===== config.mk =====
export PLATFORM = sky130hd
export DESIGN_NAME = mem_arbiter
export DESIGN_NICKNAME = d
export VERILOG_FILES = /design/src/rtl/mem_arbiter.sv
export SDC_FILE = /design/constraint.sdc
export NUM_CORES = 1
export LEC_CHECK = 0
export CAP_MARGIN = 20
export CORE_MARGIN = 1.5
export CORE_UTILIZATION = 40
export DETAILED_ROUTE_END_ITERATION = 16
export PLACE_DENSITY = 0.88
export SLEW_MARGIN = 5
export SYNTH_ARGS = -nofsm -noshare
export SYNTH_HDL_FRONTEND = slang
export SYNTH_SLANG_ARGS = --single-unit
export TNS_END_PERCENT = 5

===== constraint.sdc =====
create_clock -name clk -period 2.1 [get_ports clk]
set_clock_uncertainty 0.15 [all_clocks]
set_input_delay 0.21 -clock clk [delete_from_list [all_inputs] [get_ports clk]]
set_output_delay 0.21 -clock clk [all_outputs]
set_load 0.005 [all_outputs]

===== src/rtl/mem_arbiter.sv =====
// mem_arbiter: shares one memory port between an instruction-fetch requester
// and a load/store requester. It runs one transaction at a time through
// IDLE -> ISSUE -> WAIT -> RESP and completes it with a one-cycle pulse.
//
// Ports
//   clk, reset            system clock, synchronous active-high reset
//   ifReq/ifAddr          fetch request and word address
//   ifValid/ifData        fetch completion pulse and fetched word
//   dReq/dWrite/dSize/    data request, direction, size (00 byte, 01 half,
//   dSign/dAddr/dWData    10 word), sign-extend flag, address, write data
//   dDone/dRData/dErr     data completion pulse, read word, alignment error
//   memExecute..memWData  memory command, held stable for the transaction
//   memReady/dataReady/   memory handshake and read data
//   memRData
//
// Build option: define MEM_ALIGN_CHECK_EN to reject misaligned data accesses
// (and dSize=11) in IDLE with a dErr+dDone pulse instead of issuing them.
// Left undefined, dErr is tied low and every data request goes to memory.
//
// state  | meaning
// S_IDLE | wait for memReady and a pending request, arbitrate, latch command
// S_ISSUE| memExecute high until memory drops memReady (accepted)
// S_WAIT | command held; first memReady=1 completes, read data latched
// S_RESP | one-cycle ifValid or dDone pulse

module mem_arbiter (
  input  logic        clk,
  input  logic        reset,
  input  logic        ifReq,
  input  logic [31:0] ifAddr,
  output logic        ifValid,
  output logic [31:0] ifData,
  input  logic        dReq,
  input  logic        dWrite,
  input  logic [1:0]  dSize,
  input  logic        dSign,
  input  logic [31:0] dAddr,
  input  logic [31:0] dWData,
  output logic        dDone,
  output logic [31:0] dRData,
  output logic        dErr,
  output logic        memExecute,
  output logic        memWrite,
  output logic [1:0]  memSize,
  output logic        memSign,
  output logic [31:0] memAddress,
  output logic [31:0] memWData,
  input  logic        memReady,
  input  logic        dataReady,
  input  logic [31:0] memRData
);

  typedef enum logic [1:0] {S_IDLE, S_ISSUE, S_WAIT, S_RESP} state_t;

  state_t state, state_nxt;
  logic   grant_d;      // current transaction belongs to the data port
  logic   fetch_lost;   // fetch was pending and lost the last arbitration
  logic   pick_d;
  logic   arb_go;
  logic   misaligned;

  // Data has priority unless fetch was starved last round.
  assign pick_d = dReq & ~(ifReq & fetch_lost);
  assign arb_go = (state == S_IDLE) & memReady & (ifReq | dReq);

`ifdef MEM_ALIGN_CHECK_EN
  logic err_q;

  always_comb begin
    misaligned = 1'b0;
    case (dSize)
      2'b01:   misaligned = dAddr[0];
      2'b10:   misaligned = |dAddr[1:0];
      2'b11:   misaligned = 1'b1;
      default: misaligned = 1'b0;
    endcase
  end

  always_ff @(posedge clk) begin
    if (reset)       err_q <= 1'b0;
    else if (arb_go) err_q <= pick_d & misaligned;
  end

  assign dErr = (state == S_RESP) & err_q;
`else
  assign misaligned = 1'b0;
  assign dErr       = 1'b0;
`endif

  // state register
  always_ff @(posedge clk) begin
    if (reset) state <= S_IDLE;
    else       state <= state_nxt;
  end

  // next-state logic
  always_comb begin
    state_nxt = state;
    case (state)
      S_IDLE:  if (arb_go) state_nxt = (pick_d & misaligned) ? S_RESP : S_ISSUE;
      S_ISSUE: if (!memReady) state_nxt = S_WAIT;
      S_WAIT:  if (memReady) state_nxt = S_RESP;
      S_RESP:  state_nxt = S_IDLE;
      default: state_nxt = S_IDLE;
    endcase
  end

  // outputs decoded from state
  always_comb begin
    memExecute = (state == S_ISSUE);
    ifValid    = (state == S_RESP) & ~grant_d;
    dDone      = (state == S_RESP) &  grant_d;
  end

  // command latch, arbitration history and read-data capture
  always_ff @(posedge clk) begin
    if (reset) begin
      grant_d    <= 1'b0;
      fetch_lost <= 1'b0;
      memWrite   <= 1'b0;
      memSize    <= 2'b00;
      memSign    <= 1'b0;
      memAddress <= '0;
      memWData   <= '0;
      ifData     <= '0;
      dRData     <= '0;
    end else begin
      if (arb_go) begin
        grant_d    <= pick_d;
        fetch_lost <= pick_d & ifReq;
        if (pick_d) begin
          // A rejected access leaves the memory command untouched.
          if (!misaligned) begin
            memWrite   <= dWrite;
            memSize    <= dSize;
            memSign    <= dSign;
            memAddress <= dAddr;
            memWData   <= dWData;
          end
        end else begin
          memWrite   <= 1'b0;
          memSize    <= 2'b10;
          memSign    <= 1'b0;
          memAddress <= ifAddr;
        end
      end
      if ((state == S_WAIT) && memReady && !memWrite) begin
        if (grant_d) dRData <= memRData;
        else         ifData <= memRData;
      end
    end
  end

  // Memory is expected to present valid read data when it completes a read.
  a_read_data_ready: assert property (@(posedge clk) disable iff (reset)
    ((state == S_WAIT) && memReady && !memWrite) |-> dataReady);

endmodule


==> flow_summary.json <==
{
  "cts.reportedPaths.clkPinSlew_ps": 50,
  "crit_buf_inv": 2,
  "setup.worst_path.start": "state[1]",
  "ys_types": 30,
  "min_path_type": "in -> reg",
  "h-tree-depth": 4,
  "grt_pass1_wl_mm": 27.23,
  "drt.antenna.violating_nets": 0,
  "hold_violations": 0,
  "yosys_warnings": 0,
  "arrival_ps": 1640,
  "setup_slack_ps": 104.7,
  "syn-num-nets": 800,
  "startpoint_type": "flip-flop",
  "place_inst": 1056,
  "maxCapViolations": 0,
  "grt_util_all_layers_pct": 24.49,
  "grt_pass1_vias": 5289,
  "gp_congestion": 0.7905,
  "slew_viol_final": 0,
  "vias": 5551,
  "synth_top_family_by_area": "simple AND/OR/NAND/NOR gates",
  "synth_xor_area_share_pct": 0,
  "p_leak_nw": 3.104,
  "seq_area_frac_synth_pct": 51.96,
  "ys_ff_latch": 136,
  "drt-total-wl_mm": 17.16,
  "start_util_pct": 41.19,
  "io_pins": 274,
  "finalCritPeriodShare_pct": 95.01,
  "drc": 0,
  "post_cts_buffers": 0,
  "synth_async_sr_flop_share_pct": 0,
  "synth_compound_area_share_pct": 19.25,
  "r2r_end": "memAddress[27]",
  "coreArea_sq_um": 12720,
  "rsz0062_at_grt": "no",
  "reg2reg_slack_ps": 340,
  "setup_viol": 0,
  "worstPathCellList": "inv_1 > ha_1 > clkdlybuf4s50_1",
  "die_w_microns": 117.5,
  "antenna_cells": 0,
  "peakVddDrop_v": 0.0006234,
  "synthMuxAreaShare_pct": 0.4059,
  "hold_end": "memWData[29]",
  "cts_buffers": 17,
  "clockBufferDepth": 2,
  "port_buffers": 271,
  "synth_top_flop_cell": "dfxtp_1",
  "max_freq_mhz": 501.2,
  "dr.pass1.iters": 5,
  "area_delta_synth_final_pct": 67.81,
  "whs_ps": 67.44,
  "holdPathStages": 2,
  "hold_buffers": 0,
  "clockRootBuffer": "clkbuf_16",
  "wl_per_cell_microns": 15.77,
  "worstSkewPairLatency_ps": 410,
  "outcome": "finished, final reports clean",
  "dieArea_sq_um": 13800,
  "finalCriticalPeriod_ps": 1995,
  "synth-simple-area-share_pct": 21.56,
  "synth_area_per_cell_sq_um": 7.964,
  "r2r_start": "state[1]",
  "viasPerCell": 5.102,
  "required_ps": 1740,
  "synth_cells": 658,
  "critPathSlowestCell": "clkdlybuf4s50_1",
  "synth-edff-count": 0,
  "path_delay_family": "buffers and inverters",
  "nets": 1045,
  "dr.first_iter.drc_count": 441,
  "p_total_mw": 8.576,
  "finalSetupTns_ps": 0,
  "critPathMaxStageDelay_ps": 580,
  "overflow": 0,
  "r2r_cells": 6,
  "hp-start": "reset",
  "cts_tree": "done",
  "synth_area_sq_um": 5240,
  "crit_type": "reg -> out",
  "power.density_nw_per_um2": 975.3,
  "stdcell_count": 1088,
  "antenna_found_initial": 0,
  "grt_max_degree": 60,
  "drive_gt1_share_pct": 5.895,
  "hpwl_mm": 11.38,
  "clock_sinks": 136,
  "synthAdderAreaFrac_pct": 0.9551,
  "cp_max_fo": 4,
  "cp-end-kind": "output port",
  "die_h_microns": 117.5,
  "rows": 41,
  "dp_slack_ps": 83.61
}
-- layer usage --
layer	wire length, microns	part of all wire, %	track usage (%)
met2	8523	50	40.99
met5	0	0	0
met4	467	2.7	10.75
met1	6889	40	28.48
met3	1274	7.4	8.382
-- registers in the layout, indices dropped and copies added, names as in the netlist --
signal,count
grant_d,1
memSize,2
memWData,32
ifData,32
state,2
dRData,32
memWrite,1
memSign,1
memAddress,32
fetch_lost,1
-- per-stage QoR --
step           cell area, sq um  util, %
6_report                   8793    69.12
5_1_grt                    8793    69.12
2_1_floorplan              5240        -
4_1_cts                    8791    69.10
3_5_place_dp               8123    63.85
3_3_place_gp               8123    63.85
-- cell families (layout without fill, tap and decap cells) --
logic type / after synthesis / after routing
AND/OR/NAND/NOR: 279 / 279
AO/OA/AOI/OAI: 172 / 172
flip-flops: 136 / 136
buffers and inverters: 64 / 322
adder cells (fa/ha/maj): 4 / 4
multiplexers: 2 / 2
other: 1 / 1
-- synthesized netlist by cell type, drive strengths merged (2+ instances only) --
cell	count	area share [%]
nor2	35	2.5
nand2	198	14
clkbuf	26	1.9
inv	3	0.21
nand2b	2	0.24
ha	4	0.96
o21ai	32	3.1
a21oi	101	9.6
a311oi	32	5.3
buf	35	3.7
dfxtp	136	52
nand3	36	3.4
nor3	2	0.19
-- area by class of cell --
cell class	instances	area [sq um]
clock buffers	19	452.9
inverters	3	11.26
repair buffers	287	2933
multi-input cells	458	2243
clock inverters	13	215.2
fillers	1002	3929
flip-flops and latches	136	2723
well taps	172	215.2
-- worst max-delay path by stage --
stage	end	slack, ps	depth (start not counted)
after global placement	memAddress[29]	180	5
after detailed placement	memAddress[20]	80	5
after floorplan	ifData[10]	540	7
final	memExecute	100	3
after global routing	memExecute	30	3
after CTS	ifValid	90	3
-- power by group --
part | internal (mW) | switching (mW) | leakage [nW]
logic | 1.16 | 1.00 | 1.67
registers | 2.90 | 0.170 | 1.11
clock network | 2.19 | 1.16 | 0.325
total | 6.24 | 2.33 | 3.10
-- cells in the final DEF (no fill, tap or decap), types with 4 or more instances in the layout --
cell type        synthesis  final
clkdlybuf4s50_1          0    269
nand2_1                198    198
dfxtp_1                136    136
a21oi_1                101    101
nand3_1                 36     36
nor2_1                  35     35
a311oi_1                32     32
o21ai_0                 32     32
clkbuf_16                0     17
buf_4                    8      9
buf_12                   0      8
bufinv_16                0      5
ha_1                     4      4
-- repair_timing --
| action | 4_1_cts | 5_1_grt |
|---|---|---|
| endpoints found under the setup margin | 0 | 1 |
| endpoints found under the hold margin | 0 | 0 |
| gates resized for setup | 0 | 1 |
Note: power is estimated with default switching activity, not from simulation.
